[src/rtl/irq_aff_pkg.sv]
// Shared constants for the FPGA-to-HPS interrupt affinity router:
// CSR word offsets, route field width and parameter limits.
package irq_aff_pkg;

  localparam int unsigned ROUTE_W = 5;
  localparam int unsigned MAX_SRC = 32;
  localparam int unsigned MAX_TGT = 32;

  localparam logic [5:0] REG_PENDING    = 6'h00;
  localparam logic [5:0] REG_ENABLE     = 6'h01;
  localparam logic [5:0] REG_MODE       = 6'h02;
  localparam logic [5:0] REG_SWTRIG     = 6'h03;
  localparam logic [5:0] REG_ACTIVE     = 6'h04;
  localparam logic [5:0] REG_ROUTE_BASE = 6'h08;

endpackage

[src/rtl/irq_src_cond.sv]
// One interrupt source conditioner: synchroniser, rising-edge detect and
// the pending bit (level follows the source, edge latches until W1C).
module irq_src_cond #(
  parameter int unsigned SYNC_STAGES = 2
) (
  input  logic clk_i,
  input  logic rst_ni,
  input  logic src_i,
  input  logic mode_i,
  input  logic sw_set_i,
  input  logic w1c_i,
  output logic pending_o
);

  logic [SYNC_STAGES-1:0] sync_q;
  logic                   s_d_q;
  logic                   pending_q;
  logic                   pending_d;
  logic                   s;
  logic                   rise;

  assign s    = sync_q[SYNC_STAGES-1];
  assign rise = s & ~s_d_q;

  // Set terms are ORed after the clear so a coincident set wins.
  always_comb begin
    pending_d = s;
    if (mode_i) begin
      pending_d = (pending_q & ~w1c_i) | rise | sw_set_i;
    end
  end

  always_ff @(posedge clk_i or negedge rst_ni) begin
    if (!rst_ni) begin
      sync_q    <= '0;
      s_d_q     <= 1'b0;
      pending_q <= 1'b0;
    end else begin
      sync_q    <= {sync_q[SYNC_STAGES-2:0], src_i};
      s_d_q     <= s;
      pending_q <= pending_d;
    end
  end

  assign pending_o = pending_q;

endmodule

[src/rtl/irq_affinity_router.sv]
// Routes NUM_SRC conditioned interrupt sources onto NUM_TGT f2h_irq lines,
// with per-source enable, mode and target selected through an Avalon-MM CSR block.
module irq_affinity_router
  import irq_aff_pkg::*;
#(
  parameter int unsigned NUM_SRC     = 8,
  parameter int unsigned NUM_TGT     = 4,
  parameter int unsigned SYNC_STAGES = 2
) (
  input  logic               clk,
  input  logic               reset_n,
  input  logic [NUM_SRC-1:0] irq_src,
  input  logic [5:0]         avs_address,
  input  logic               avs_read,
  input  logic               avs_write,
  input  logic [31:0]        avs_writedata,
  output logic [31:0]        avs_readdata,
  output logic [NUM_TGT-1:0] irq_out
);

  logic [NUM_SRC-1:0]              enable_q, enable_d;
  logic [NUM_SRC-1:0]              mode_q, mode_d;
  logic [NUM_SRC-1:0][ROUTE_W-1:0] route_q, route_d;
  logic [NUM_TGT-1:0]              irq_q, irq_d;
  logic [31:0]                     rdata_q, rdata_d;
  logic [NUM_SRC-1:0]              pending;
  logic [NUM_SRC-1:0]              sw_set;
  logic [NUM_SRC-1:0]              w1c;
  logic [NUM_SRC-1:0]              wdata_src;
  logic [5:0]                      route_idx;
  logic                            route_sel;
  logic                            unused_wdata;

  assign wdata_src    = avs_writedata[NUM_SRC-1:0];
  assign route_idx    = avs_address - REG_ROUTE_BASE;
  assign route_sel    = (avs_address >= REG_ROUTE_BASE);
  assign unused_wdata = ^avs_writedata;

  assign w1c    = (avs_write && avs_address == REG_PENDING) ? wdata_src : '0;
  assign sw_set = (avs_write && avs_address == REG_SWTRIG) ? wdata_src : '0;

  for (genvar i = 0; i < NUM_SRC; i++) begin : g_src
    irq_src_cond #(
      .SYNC_STAGES(SYNC_STAGES)
    ) u_cond (
      .clk_i    (clk),
      .rst_ni   (reset_n),
      .src_i    (irq_src[i]),
      .mode_i   (mode_q[i]),
      .sw_set_i (sw_set[i]),
      .w1c_i    (w1c[i]),
      .pending_o(pending[i])
    );
  end

  always_comb begin
    enable_d = enable_q;
    mode_d   = mode_q;
    route_d  = route_q;
    if (avs_write) begin
      case (avs_address)
        REG_ENABLE: enable_d = wdata_src;
        REG_MODE:   mode_d   = wdata_src;
        default: begin
          for (int unsigned i = 0; i < NUM_SRC; i++) begin
            if (route_sel && route_idx == 6'(i)) begin
              route_d[i] = avs_writedata[ROUTE_W-1:0];
            end
          end
        end
      endcase
    end
  end

  // Reads see the registered (pre-write) state, so a same-cycle W1C is not visible.
  always_comb begin
    rdata_d = rdata_q;
    if (avs_read) begin
      rdata_d = '0;
      case (avs_address)
        REG_PENDING: rdata_d = 32'(pending);
        REG_ENABLE:  rdata_d = 32'(enable_q);
        REG_MODE:    rdata_d = 32'(mode_q);
        REG_ACTIVE:  rdata_d = 32'(pending & enable_q);
        default: begin
          for (int unsigned i = 0; i < NUM_SRC; i++) begin
            if (route_sel && route_idx == 6'(i)) begin
              rdata_d = 32'(route_q[i]);
            end
          end
        end
      endcase
    end
  end

  // Out-of-range route values never match a target and so drive no line.
  always_comb begin
    irq_d = '0;
    for (int unsigned t = 0; t < NUM_TGT; t++) begin
      for (int unsigned i = 0; i < NUM_SRC; i++) begin
        if (pending[i] && enable_q[i] && route_q[i] == ROUTE_W'(t)) begin
          irq_d[t] = 1'b1;
        end
      end
    end
  end

  always_ff @(posedge clk or negedge reset_n) begin
    if (!reset_n) begin
      enable_q <= '0;
      mode_q   <= '0;
      route_q  <= '0;
      irq_q    <= '0;
      rdata_q  <= '0;
    end else begin
      enable_q <= enable_d;
      mode_q   <= mode_d;
      route_q  <= route_d;
      irq_q    <= irq_d;
      rdata_q  <= rdata_d;
    end
  end

  assign avs_readdata = rdata_q;
  assign irq_out      = irq_q;

endmodule
[config.mk]
export PLATFORM = sky130hd
export DESIGN_NAME = irq_affinity_router
export DESIGN_NICKNAME = d
export VERILOG_FILES = /design/src/rtl/irq_aff_pkg.sv /design/src/rtl/irq_src_cond.sv /design/src/rtl/irq_affinity_router.sv
export SDC_FILE = /design/constraint.sdc
export NUM_CORES = 1
export LEC_CHECK = 0
export CAP_MARGIN = 0
export CORE_MARGIN = 2
export CORE_UTILIZATION = 60
export CTS_BUF_LIST = sky130_fd_sc_hd__clkbuf_16
export DETAILED_ROUTE_END_ITERATION = 16
export DONT_BUFFER_PORTS = 1
export PLACE_DENSITY = 0.8
export SETUP_SLACK_MARGIN = 0.15
export SYNTH_ARGS = -nofsm -noshare
export SYNTH_HDL_FRONTEND = slang
export SYNTH_SLANG_ARGS = --single-unit
[constraint.sdc]
create_clock -name clk -period 1.8 [get_ports clk]
set_input_delay 0.45 -clock clk [delete_from_list [all_inputs] [get_ports clk]]
set_output_delay 0.45 -clock clk [all_outputs]
set_load 0.01 [all_outputs]
==> flow_metrics.env <==
export IMPL_status="finished, violations left"
export IMPL_violations="hold timing"
export IMPL_synth_edff_count=0
export IMPL_netlist_cell_type_count=62
export IMPL_cts_buffer_depth=2
export IMPL_yosys_area_top_type="dfrtp_1"
export IMPL_cts_tree="done"
export IMPL_reg2reg_to="avs_readdata[1]"
export IMPL_power_switching_mw=1.57
export IMPL_required_ns=2.03
export IMPL_synthTopCellsByCount="dfrtp_1 (100), nand2_1 (43), mux2_2 (35)"
export IMPL_antenna_cells=0
export IMPL_pre_cts_ws_ns=0.00756
export IMPL_cp_end_kind="flip-flop"
export IMPL_wl_per_cell_um=21.3
export IMPL_initial_core_util=0.616
export IMPL_ir_drop_uv=704
export IMPL_cp_start_kind="flip-flop"
export IMPL_firstDrtPassIters=5
export IMPL_multiInputGateArea_um2=2370
export IMPL_yosysSeqAreaShare=0.494
export IMPL_stdcell_area_um2=5570
export IMPL_yosys_top_cells_area="dfrtp_1 (49%), mux2_2 (7.8%), buf_4 (4.4%)"
export IMPL_r2r_setup_slack_ns=0.22
export IMPL_yosys_cell_count_top_type="dfrtp_1"
export IMPL_numCtsBuffers=9
export IMPL_drcViolationCount=0
export IMPL_layout_nets=502
export IMPL_clock_latency_ns=0.36
export IMPL_dieArea_um2=9190
export IMPL_grt_max_degree=101
export IMPL_p_leak_nw=2.47
export IMPL_synth_seq_cells=100
export IMPL_clk_pin_slew_worst_paths_ns=0.08
export IMPL_initialDrtViolationCount=291
export IMPL_drv_cap=0
export IMPL_netSwitchingFraction=0.288
export IMPL_routed_wl_um=11900
export IMPL_io_buffers=0
export IMPL_core_um2=8220
export IMPL_htree_levels=3
export IMPL_antenna_found_initial=0
export IMPL_gp_congestion=0.896
export IMPL_reg2reg_from="route_q[1]"
export IMPL_grt_ovfl_total=0
export IMPL_pwr_share_comb=0.124
export IMPL_worstRegToRegCells=4
export IMPL_sequential_cell_area_um2=2500
export IMPL_fmax_mhz=633
export IMPL_fin_util=0.678
export IMPL_synthArstFlopShare=1.00
export IMPL_via_count=3607
export IMPL_nFillCells=596
export IMPL_critPathMaxFanout=4
export IMPL_seqPwrFrac=0.511
export IMPL_final_max_slew_viol_count=0
export IMPL_detail_route_antenna_nets=0
export IMPL_setup_ws_ns=0.219
export IMPL_avgSynthCellArea_um2=11.5
export IMPL_min_period_over_period=0.878
export IMPL_grt_pass1_wl_um=19200
export IMPL_routed_via_density=6.43
export IMPL_yosysTopAreaCellShare=0.494
export IMPL_fin_cells=561
export IMPL_placed_area_um2=5250
export IMPL_hold_class="primary input to async pin"
export IMPL_grt_pass1_vias=3494
export IMPL_holdWs_ns=-0.221
export IMPL_setup_violations_final=0
export IMPL_post_route_min_period_ns=1.58
export IMPL_slew_headroom=0.603
export IMPL_cts_setup_buffers=0
export IMPL_cp_arrival_ns=1.81
export IMPL_clock_skew_ns=0.0127
export IMPL_postSynthCellCount=439
export IMPL_die_w_um=95.9
export IMPL_synth_area_um2=5060
export IMPL_rsz0062_at_grt="false"
export IMPL_clkPwrFrac=0.364
export IMPL_finalHoldViolations=100
export IMPL_internal_power_mw=3.87
export IMPL_dp_cells=545
export IMPL_power_density_nw_per_um2=977
export IMPL_p_total_mw=5.44
export IMPL_place_hpwl_um=8390
export IMPL_die_y_um=95.9
export IMPL_syn2layout_area_growth_pct=10.0
export IMPL_cts_root_buf="clkbuf_16"
export IMPL_tns_ns=0
export IMPL_grt_use_total=0.286
export IMPL_tightest_slew_ns=0.587
export IMPL_yosysWarnings=0
export IMPL_critPathLaunch="route_q[1]"
export IMPL_num_rows=33
export IMPL_io_pins=86
export IMPL_synth_main_ff_cell="dfrtp_1"
export IMPL_drive_gt1_frac=0.224
export IMPL_crit_type="flip-flop to flip-flop"
export IMPL_clock_sinks=100
==> critical path: stages, from the launching register on <==
cell,delay (ns)
dfrtp_1,0.43
mux4_2,0.51
and3_1,0.22
o221ai_2,0.19
a31oi_1,0.11
==> registers in the layout (all words and copies together) (netlist names) <==
name	flops
g_src.u_cond.pending_o	8
g_src.u_cond.sync_q	16
route_q	40
avs_readdata	8
enable_q	8
g_src.u_cond.s_d_q	8
mode_q	8
irq_out	4
==> cells by family after synthesis <==
| group | count (synthesis) | synth area share |
|---|---|---|
| compound gates | 88 | 0.127 |
| mux | 61 | 0.143 |
| flops | 100 | 0.494 |
| fa+ha+maj | 2 | 0.00445 |
| simple gates | 118 | 0.148 |
| buf+inv | 67 | 0.0749 |
| other cells | 1 | 0.000741 |
| xor+xnor | 2 | 0.00717 |
==> metal layers <==
layer,vias to the layer above,share of wire,global-route usage
li1,1604,-,-
met1,1812,0.45,0.416
met2,169,0.45,0.421
met3,22,0.078,0.0642
met4,0,0.025,0.113
met5,-,0,0
==> placed cells by master, fill, tap and decap left out, types with 3 or more instances in the layout <==
cell       count
nand4bb_1      3
mux2i_1       21
inv_1         23
mux2_4        16
and3b_1        4
nor2b_1        4
o21ai_0       23
nor2_1         7
o211ai_1      13
nor3_4         3
mux2_2        19
nand4_1        7
nand3_1        3
dfrtp_1      100
a32oi_1       23
clkinv_8       4
nor3b_1        3
nand2b_1       3
nor4_1         5
nand2_1       43
nand3b_1       4
clkbuf_16      9
o21a_1         3
buf_4         21
conb_1        24
nor3_1         3
a211oi_1       3
mux4_2         4
nor2_4         7
==> timing repair <==
action                     CTS  global route
hold endpoints to repair   100           100
setup endpoints to repair    1             1
gates cloned                 0             0
gates resized for setup      1             1
==> power groups by stage <==
stage / Combinational (mW) / Clock, mW / Sequential [mW]
CTS: 0.671 / 2.02 / 2.77
global placement: 0.645 / 0 / 2.80
global route: 0.742 / 2.11 / 2.81
floorplan: 0.627 / 0 / 2.72
detailed placement: 0.665 / 0 / 2.81
finish: 0.677 / 1.98 / 2.78
==> cell type report <==
class / instances / area share
tap: 105 / 0.0236
clock inverter: 7 / 0.0169
sequential: 100 / 0.449
clock buffer: 9 / 0.0404
multi-input combinational: 295 / 0.425
inverter: 24 / 0.0166
timing repair buffer: 21 / 0.0283
==> how the worst max path moves through the flow <==
stage                       to  cells past startpoint
2_1_floorplan      route_q[25]                      8
3_3_place_gp        route_q[5]                      6
3_5_place_dp        route_q[8]                      6
4_1_cts        avs_readdata[1]                      4
5_1_grt        avs_readdata[1]                      4
6_report       avs_readdata[1]                      4
(Power assumes the default switching activity.)
==> RTL change, RTL diff (config.mk and constraints unchanged) <==
Register the input `irq_src` before use. The logic sees it one clock later. The other inputs are not delayed to match.
--- a/src/rtl/irq_affinity_router.sv
+++ b/src/rtl/irq_affinity_router.sv
@@ -19,2 +19,8 @@
 );
+
+  logic [NUM_SRC-1:0] irq_src_q;
+
+  always_ff @(posedge clk) begin
+    irq_src_q <= irq_src;
+  end
 
@@ -47,3 +53,3 @@
       .rst_ni   (reset_n),
-      .src_i    (irq_src[i]),
+      .src_i    (irq_src_q[i]),
       .mode_i   (mode_q[i]),
Behaviour: not the same (a bounded check fails within 10 cycles, from zero or initial values and one cycle with reset_n low).
==> RTL change against the unedited design <==
- the run still ends with negative hold slack left
- design area increased by 3.2%
- maximum frequency down 2.2%
- wire length is 4.1% higher
- worst setup slack got worse by 0.036 ns
- sequential cell count increased by 8
- first-iteration DRC count grew 23%
- total power increased by 4.3%
- largest power group unchanged
- synthesized area up 1.8%
==> RTL change: results (changes against the unedited design) <==
| Metric | Value |
|---|---|
| Outcome | finished with violations |
| Failing checks | negative hold slack |
| FFs w/ async S/R, synth | 92.6% (-7.4 points) |
| Vias | 3,726 (+3.3%) |
| Ratio of cells with drive above 1 in the final layout | 26.2% (+3.9 points) |
| Number of global-route vias before repair | 3,636 (+4.1%) |
| Multi-input gates | 288 (-2.4%) |
| CP max stage cell | or4b_2 |
| Tot GR Track Use | 27.4% (-1.2 points) |
| Final hold vios | 100 (unchanged) |
| Final WL | 12,400 µm (+4.1%) |
| GPL Wtd Cong | 0.951 (+6.1%) |
| Syn Area/Cell | 11.9 µm² (+3.0%) |
| Yosys cell types | 57 (-8.1%) |
| Seq/Total Area, Yosys | 51.7% (+2.2 points) |
| Kind of cell adding the most delay to the critical path | simple AND/OR/NAND/NOR gates |
| DR iter-0 viols | 359 (+23%) |
| Crit path from | route_q[8]$_DFFE_PN0P_ |
| Peak supply drop | 0.000599 V (-15%) |
| Inverter count | 16 (-33%) |
| Crit Reg-Reg Startpoint | route_q[8]$_DFFE_PN0P_ |
| Relative slew slack | 59.3% (-1.0 points) |
| Worst Hold Slack | -0.210 ns (+0.0104 ns) |
| Multi-input combinational area share | 41.7% (-0.77 points) |
| Clock buf/inv share | 5.55% (-0.18 points) |
| NonClk Buf Share | 2.79% (-0.045 points) |
| First-pass GRT wire length | 20,100 µm (+4.9%) |
| Seq area share | 46.3% (+1.4 points) |
| Synth top cells by count | dfrtp_1, mux2_2, buf_4 |
| Clock skew | 0.00692 ns (-0.00574 ns) |
## RTL change: cell types whose count changed after synthesis, moves of 12 or more
cell,change
a221oi_1,+18
a32oi_1,-17
mux2_2,+12
mux2i_1,-21
nand2_1,-27
nor2_1,+15
o211ai_1,-13
o21ai_0,-18
## RTL change: kinds of logic (layout without fill, tap and decap cells)
family | Yosys count | count (layout) | share of synthesized area, %
adders and majority gates | 1 | 1 | 0.243
DFF | 108 | 108 | 51.7
other | 1 | 24 | 0.0728
muxes | 55 | 55 | 12.6
and+or+nand+nor | 113 | 113 | 13.8
AOI/OAI and AO/OA | 94 | 94 | 14.9
xor gates and xnor gates | 1 | 1 | 0.170
buffers and inverters | 61 | 50 | 6.58
## RTL change: routing by layer
layer	GRT usage, %	up-vias
met5	0	-
li1	-	1614
met1	38.3	1867
met2	41.3	221
met4	8.78	0
met3	8.60	24
## RTL change: where the power goes
| part | internal, mW | switching (mW) |
|---|---|---|
| logic | 0.371 | 0.287 |
| registers | 2.70 | 0.313 |
| clock network | 1.00 | 1.00 |
| total | 4.08 | 1.60 |
## RTL change: what timing repair did
item	4_1_cts	5_1_grt
pin swaps	0	1
endpoints found under the hold margin	100	100
setup endpoints to repair	4	1
buffers inserted	0	0
gates cloned	0	0
gates resized for setup	2	0
## RTL change: through the flow
| step | total power [mW] | area, µm² | setup WS, ns | hold WS [ns] |
|---|---|---|---|---|
| 2_1_floorplan | 3.54 | 5420 | -0.0926 | 0.154 |
| 3_5_place_dp | 3.67 | 5410 | -0.240 | 0.157 |
| 6_report | 5.68 | 5750 | 0.183 | -0.210 |
| 4_1_cts | 5.68 | 5750 | 0.197 | -0.220 |
| 5_1_grt | 5.90 | 5750 | 0.159 | -0.226 |
| 3_3_place_gp | 3.63 | 5410 | -0.218 | 0.157 |
